==> config.mk <==
export PLATFORM = sky130hd
export DESIGN_NAME = flex_mode_counter
export DESIGN_NICKNAME = d
export VERILOG_FILES = /design/src/rtl/flex_mode_counter.sv
export SDC_FILE = /design/constraint.sdc
export NUM_CORES = 1
export LEC_CHECK = 0
export ABC_AREA = 1
export CAP_MARGIN = 30
export CORE_UTILIZATION = 40
export DETAILED_ROUTE_END_ITERATION = 7
export HOLD_SLACK_MARGIN = 0.08
export PLACE_DENSITY = 0.74
export SETUP_SLACK_MARGIN = 0.05
export SYNTH_ARGS = -nofsm -noshare
export SYNTH_HDL_FRONTEND = slang
export SYNTH_SLANG_ARGS = --single-unit
==> constraint.sdc <==
create_clock -name clk -period 3 [get_ports clk]
set_input_delay 0.75 -clock clk [delete_from_list [all_inputs] [get_ports clk]]
set_output_delay 0.75 -clock clk [all_outputs]
set_load 0.02 [all_outputs]
==> src/rtl/flex_mode_counter.sv <==
// Configurable up/down counter with four terminal behaviours: wrap-to-1, wrap-to-0,
// saturate and one-shot. All outputs are registered; reset is synchronous, active-low.
module flex_mode_counter #(
    parameter int NUM_CNT_BITS = 4
) (
    input  logic                    clk,
    input  logic                    n_rst,
    input  logic                    clear,
    input  logic                    load,
    input  logic [NUM_CNT_BITS-1:0] load_val,
    input  logic                    count_enable,
    input  logic                    count_down,
    input  logic [1:0]              mode,
    input  logic [NUM_CNT_BITS-1:0] rollover_val,
    output logic [NUM_CNT_BITS-1:0] count_out,
    output logic                    rollover_flag,
    output logic                    wrap_pulse,
    output logic                    done
);

    typedef enum logic [1:0] {
        MODE_WRAP1   = 2'b00,
        MODE_WRAP0   = 2'b01,
        MODE_SAT     = 2'b10,
        MODE_ONESHOT = 2'b11
    } mode_e;

    localparam logic [NUM_CNT_BITS-1:0] ONE  = NUM_CNT_BITS'(1);
    localparam logic [NUM_CNT_BITS-1:0] ZERO = '0;

    logic [NUM_CNT_BITS-1:0] count_q, count_d;
    logic                    flag_q, flag_d;
    logic                    wrap_q, wrap_d;
    logic                    done_q, done_d;

    mode_e                   mode_sel;
    logic [NUM_CNT_BITS-1:0] lower_bound;
    logic [NUM_CNT_BITS-1:0] upper_bound;
    logic [NUM_CNT_BITS-1:0] terminal;
    logic                    step_allowed;

    // Legacy mode counts 1..R, so a zero rollover value degenerates to 1.
    always_comb begin
        mode_sel     = mode_e'(mode);
        lower_bound  = (mode_sel == MODE_WRAP1) ? ONE : ZERO;
        upper_bound  = ((mode_sel == MODE_WRAP1) && (rollover_val == ZERO)) ? ONE : rollover_val;
        terminal     = count_down ? lower_bound : upper_bound;
        step_allowed = count_enable && !((mode_sel == MODE_ONESHOT) && done_q);
    end

    always_comb begin
        count_d = count_q;
        flag_d  = flag_q;
        wrap_d  = 1'b0;
        done_d  = done_q;

        if (clear) begin
            count_d = ZERO;
            flag_d  = 1'b0;
            done_d  = 1'b0;
        end else if (load) begin
            count_d = load_val;
            flag_d  = (load_val == terminal);
            done_d  = 1'b0;
        end else if (step_allowed) begin
            if (!count_down) begin
                if (count_q < upper_bound) begin
                    count_d = count_q + ONE;
                end else begin
                    unique case (mode_sel)
                        MODE_WRAP1, MODE_WRAP0: begin
                            count_d = lower_bound;
                            wrap_d  = 1'b1;
                        end
                        MODE_SAT: count_d = upper_bound;
                        MODE_ONESHOT: begin
                            count_d = upper_bound;
                            done_d  = 1'b1;
                        end
                        default: count_d = count_q;
                    endcase
                end
            end else begin
                // Values above the rollover limit still walk down one at a time.
                if (count_q > lower_bound) begin
                    count_d = count_q - ONE;
                end else begin
                    unique case (mode_sel)
                        MODE_WRAP1, MODE_WRAP0: begin
                            count_d = upper_bound;
                            wrap_d  = 1'b1;
                        end
                        MODE_SAT: count_d = lower_bound;
                        MODE_ONESHOT: begin
                            count_d = lower_bound;
                            done_d  = 1'b1;
                        end
                        default: count_d = count_q;
                    endcase
                end
            end
            flag_d = (count_d == terminal);
        end
    end

    always_ff @(posedge clk) begin
        if (!n_rst) begin
            count_q <= ZERO;
            flag_q  <= 1'b0;
            wrap_q  <= 1'b0;
            done_q  <= 1'b0;
        end else begin
            count_q <= count_d;
            flag_q  <= flag_d;
            wrap_q  <= wrap_d;
            done_q  <= done_d;
        end
    end

    assign count_out     = count_q;
    assign rollover_flag = flag_q;
    assign wrap_pulse    = wrap_q;
    assign done          = done_q;

endmodule

Word level (Yosys, flattened, before mapping)
Index checks and enable logic that the tools add are counted.
{"block": "totals", "regBits": 7, "latch_bits": 0, "ramBits": 0, "romBits": 0, "inputBits": 16, "out_inout_bits": 7, "elab_cells": 53, "mem_count": 0}
{"block": "op_classes", "addsub": 2, "n_mul": 0, "div": 0, "magnitude_cmp": 2, "eq_ne": 7, "shifts": 0, "mux": 23, "bitwise": 2, "n_reduce_logical": 13}
{"cell": "$mux 4", "count": 10}
{"cell": "$pmux 4 s2", "count": 2}
{"cell": "$mux 1", "count": 11}
{"cell": "$eq 4x4->1", "count": 2}
{"cell": "$reduce_or 2->1", "count": 3}
{"cell": "$add 4x1->4 const B", "count": 1}
{"cell": "$eq 2x2->1 const B", "count": 2}
{"cell": "$gt 4x1->1", "count": 1}
{"cell": "$logic_not 4->1", "count": 1}
{"cell": "$lt 4x4->1", "count": 1}
{"cell": "$ne 2x2->1 const B", "count": 2}
{"cell": "$reduce_or 4->1", "count": 1}
{"cell": "$sub 4x1->4 const B", "count": 1}
{"cell": "$logic_and 1x1->1", "count": 3}
{"cell": "$reduce_and 3->1", "count": 1}
{"cell": "$reduce_or 3->1", "count": 1}
{"cell": "$eq 2x1->1 const B", "count": 1}
{"cell": "$logic_not 2->1", "count": 1}
{"cell": "$not 1->1", "count": 2}
{"cell": "$reduce_bool 2->1", "count": 1}
{"cell": "$logic_not 1->1", "count": 1}

Longest topological paths before layout
{"block": "logic_depth", "ltp_word": 12, "ltp_mapped": 18, "ltp_nobuf": 17}

Worst setup path after synthesis
Ideal clock, no wire load.
{"block": "synth_timing", "path_type": "input port to flip-flop", "start": "input port mode[1]", "end": "register flag_q, in the netlist rollover_flag", "setup_time_ps": 66, "arrival_ps": 2238, "required_time_ps": 2934, "path_slack_ps": 696, "stages": 17, "n_path_buf": 1, "cell_sequence": "buf_6 nor2_8 ha_1 inv_1 nand2_1 nand4_1 nor2_1 nand3_1 o21ai_0 nor2_1 nand3_1 nand2_2 nand2_1 nand2_1 nor2_1 nand2_1 a21oi_2"}
{"block": "synth_via", "elab_chain_len": 12, "word_cells_on_any_way": 28, "classes_between": "2 x order compare; 5 x eq/ne; 13 x mux; 8 x reduce/logical"}
{"element": "start, declared", "line_no": "13", "rtl": "input logic [1:0] mode,"}
{"element": "$logic_not 2->1"}
{"element": "$logic_and 1x1->1", "line_no": "46", "rtl": "upper_bound = ((mode_sel == MODE_WRAP1) && (rollover_val == ZERO)) ? ONE : rollover_val;"}
{"element": "$mux 4", "line_no": "46"}
{"element": "$lt 4x4->1 (tied with other cells)", "line_no": "67", "rtl": "if (count_q < upper_bound) begin"}
{"element": "$mux 4, on equally long branches", "line_no": "67, 85"}
{"element": "$mux 4", "line_no": "66", "rtl": "if (!count_down) begin"}
{"element": "$mux 4", "line_no": "65", "rtl": "end else if (step_allowed) begin"}
{"element": "$mux 4", "line_no": "61", "rtl": "end else if (load) begin"}
{"element": "$mux 4", "line_no": "57", "rtl": "if (clear) begin"}
{"element": "$eq 4x4->1", "line_no": "102", "rtl": "flag_d = (count_d == terminal);"}
{"element": "$mux 1", "line_no": "65"}
{"element": "$mux 1", "line_no": "61"}
{"element": "end signal, assigned", "line_no": "114", "rtl": "flag_q <= flag_d;"}
{"element": "end, declared", "line_no": "32", "rtl": "logic flag_q, flag_d;"}
Parallel ways exist; a longest one is shown, timed or not. The select of a mux whose other input is x is not followed.
A chain may end at the register's enable or synchronous reset.

Final worst setup path
{"block": "layout_timing", "start": "input port mode[0]", "end": "register flag_q, in the netlist rollover_flag"}
Same word-level chain as after synthesis.

==> out/qor.yml <==
final_design_area_no_fill_um2: 1147
floorplan.core_area_um2: 1982
yosysTopAreaCellShare: 0.1645
cellPowerDensity_nw_per_um2: 296.2
fin_tns_setup_ns: 0
grt_start_max_net_pins: 12
finalHoldViolations: 0
clock.fmax_mhz: 366.5
start_util: 0.4299
post_cts_clock_slew_at_the_launch_and_capture_registers_of_the_worst_setup_and_hold_paths_ns: 0.05
cts.hold.buffers_added: 0
start_kind: "input pin"
routed_wl_mm: 2.214
global_route_total_overflow: 0
synth_top_area_cell: "sky130_fd_sc_hd__dfxtp_1"
cts_max_path_buffers: 2
critPathSlowestCell: "sky130_fd_sc_hd__clkdlybuf4s50_1"
vias_per_cell: 5.035
critical_path.n_buffers_inverters: 3
required_ns: 3.16
number_of_synthesized_register_bits: 7
synthTopCellsByArea: "sky130_fd_sc_hd__dfxtp_1, sky130_fd_sc_hd__nand2_1, sky130_fd_sc_hd__inv_1"
dpl-instance-area_um2: 1121
place_congestion: 0.8629
ff2ff_setup_slack_ns: 0.76
syn_area_um2: 852.1
detail_route.first_pass.iterations: 5
maxSlewHeadroom: 0.7214
critical-path-top-cell-by-count: "sky130_fd_sc_hd__nand2_1"
timing.critical_path.to_type: "flop"
finalSetupViolations: 0
most_common_cell_after_layout_fill_and_taps_aside: "sky130_fd_sc_hd__nand2_1"
clk_root_buffer_cell: "sky130_fd_sc_hd__clkbuf_4"
min_period_over_period: 0.9094
fin_util: 0.5789
post_synth_inst_count: 143
num-nets-final: 194
ioPinCount: 23
timing.setup.critical_path_class: "input pin to flop"
avgSynthCellArea_um2: 5.959
grtUsageTotal: 0.2175
synth_nets: 165
number_of_warnings_printed_during_yosys_synthesis: 0
max_slew.worst_pin.slew_ns: 0.4163
final_routed_drc_violation_total: 0
cts_num_sinks: 7
initial_antenna_violation_count: 0
finalClockSkew_ns: 0.003615
critical_path_arrival_ns: 2.88
ant_nets: 0
first_global_vias: 811
cap_viol_max_count: 0
port_buffers: 22
routed-via-count: 997
synth.distinct_cells: 27
cts_tree: "done"
grt_pass1_wl_mm: 3.498
area_delta_synth_final_pct: 34.65
cts.repair.resized: 0
floorplan_die_area_um2: 2319
cts.htree.levels: 1
maxSlewViolCount: 0
crit_path_max_fanout: 4
dpl.hpwl_mm: 1.785
path_delay_family: "buffers and inverters"
ir_worst_vdd_mv: 0.2994
ordered_list_of_cells_on_the_worst_path: "clkdlybuf4s50_1, nor2_8, ha_1, inv_1, nand2_1, nand4_1, buf_4, nand2_1, o21ai_0, a31oi_1, nand2_1, nand2_1, nand2_1, nand2_1, nor2_1, nand2_1, a21oi_2"
postCtsSetupRepairBufs: 0
ys_seq_area_frac: 0.1645
period_needed_ns: 2.728
critPathMaxStageDelay_ns: 0.58
worstSkewPairLatency_ns: 0.26
rsz0062_at_grt: "false"
commonest_cells_after_routing_fill_and_taps_aside: "sky130_fd_sc_hd__nand2_1, sky130_fd_sc_hd__inv_1, sky130_fd_sc_hd__clkdlybuf4s50_1, sky130_fd_sc_hd__nand3_1, sky130_fd_sc_hd__nor2_1"
leakage_nw: 0.5779
run_status: "finished, final reports clean"
layout-drive-gt1-share: 0.1345
dieHeight_um: 48.16
hold_path.class: "flop to flop"
n_antenna_cell: 0
initial_drc_count: 43
number_of_buffers_created_by_cts: 3
rows: 16
routedWlPerCell_um: 11.18
die_w_um: 48.16
-- flip-flops by register name, indices dropped and copies added, names as in the netlist --
name           flops
count_out          4
done               1
rollover_flag      1
wrap_pulse         1
-- Yosys cell counts, drive strengths merged --
| cell | count |
|---|---|
| nand4 | 3 |
| o21ai | 6 |
| buf | 1 |
| clkinv | 1 |
| nand2 | 44 |
| nor3 | 1 |
| a31oi | 1 |
| nor2 | 12 |
| o211ai | 3 |
| a21oi | 7 |
| or2 | 3 |
| o31ai | 1 |
| a22oi | 1 |
| dfxtp | 7 |
| ha | 6 |
| xor2 | 3 |
| inv | 26 |
| clkbuf | 1 |
| nand3 | 16 |
-- final cells by class --
class | instances | area [um2]
Sequential cell | 7 | 140.1
Fill cell | 193 | 834.6
Tap cell | 27 | 33.78
Clock buffer | 4 | 26.28
Timing Repair Buffer | 26 | 250.2
Inverter | 27 | 101.3
Multi-Input combinational cell | 107 | 595.6
-- stage by stage --
| stage | cells | hold WS (ns) | total power [mW] | setup WS (ns) |
|---|---|---|---|---|
| floorplan | 143 | 0.5454 | 0.1972 | 0.6964 |
| global placement | 194 | 0.4694 | 0.2488 | 0.1181 |
| detailed placement | 194 | 0.4784 | 0.2514 | 0.01342 |
| CTS | 198 | 0.4930 | 0.3405 | 0.2792 |
| global route | 198 | 0.5085 | 0.3651 | 0.1174 |
| finish | 198 | 0.5035 | 0.3398 | 0.2718 |
-- cells by family after synthesis --
logic type	synth area share
and+or+nand+nor	0.4479
buffers and inverters	0.1366
AOI/OAI and AO/OA	0.1322
DFF	0.1645
adders and majority gates	0.08810
xor gates and xnor gates	0.03084
-- final timing paths --
| path | start | end | cells past startpoint |
|---|---|---|---|
| setup / recovery | mode[0] | rollover_flag$_SDFFE_PP0P_ | 17 |
| hold / removal | done$_SDFFE_PP0P_ | done$_SDFFE_PP0P_ | 2 |
| setup reg to reg | count_out[0]$_SDFFE_PP0P_ | rollover_flag$_SDFFE_PP0P_ | 16 |
| hold reg to reg | done$_SDFFE_PP0P_ | done$_SDFFE_PP0P_ | 2 |
-- metal layers --
layer | track usage | wire, um
met1 | 0.2778 | 988
met3 | 0.07778 | 124
met4 | 0.01667 | 14
met2 | 0.3653 | 1086
met5 | 0 | 0
-- worst reg2reg max path, delay by kind of cell (launching register included) --
| family | cells | cell delay (ns) |
|---|---|---|
| AOI/OAI and AO/OA | 3 | 0.37 |
| adders and majority gates | 1 | 0.30 |
| buffers and inverters | 3 | 0.30 |
| DFF | 1 | 0.51 |
| and+or+nand+nor | 9 | 0.68 |
-- power breakdown --
group          leakage (nW)  internal, mW  switching [mW]  total [mW]
Combinational         0.506        0.0661          0.0807       0.147
Clock                0.0150        0.0509          0.0377      0.0887
Sequential           0.0570        0.0969         0.00742       0.104
Total                 0.578         0.214           0.126       0.340
Power figures use the tool's default switching activity.
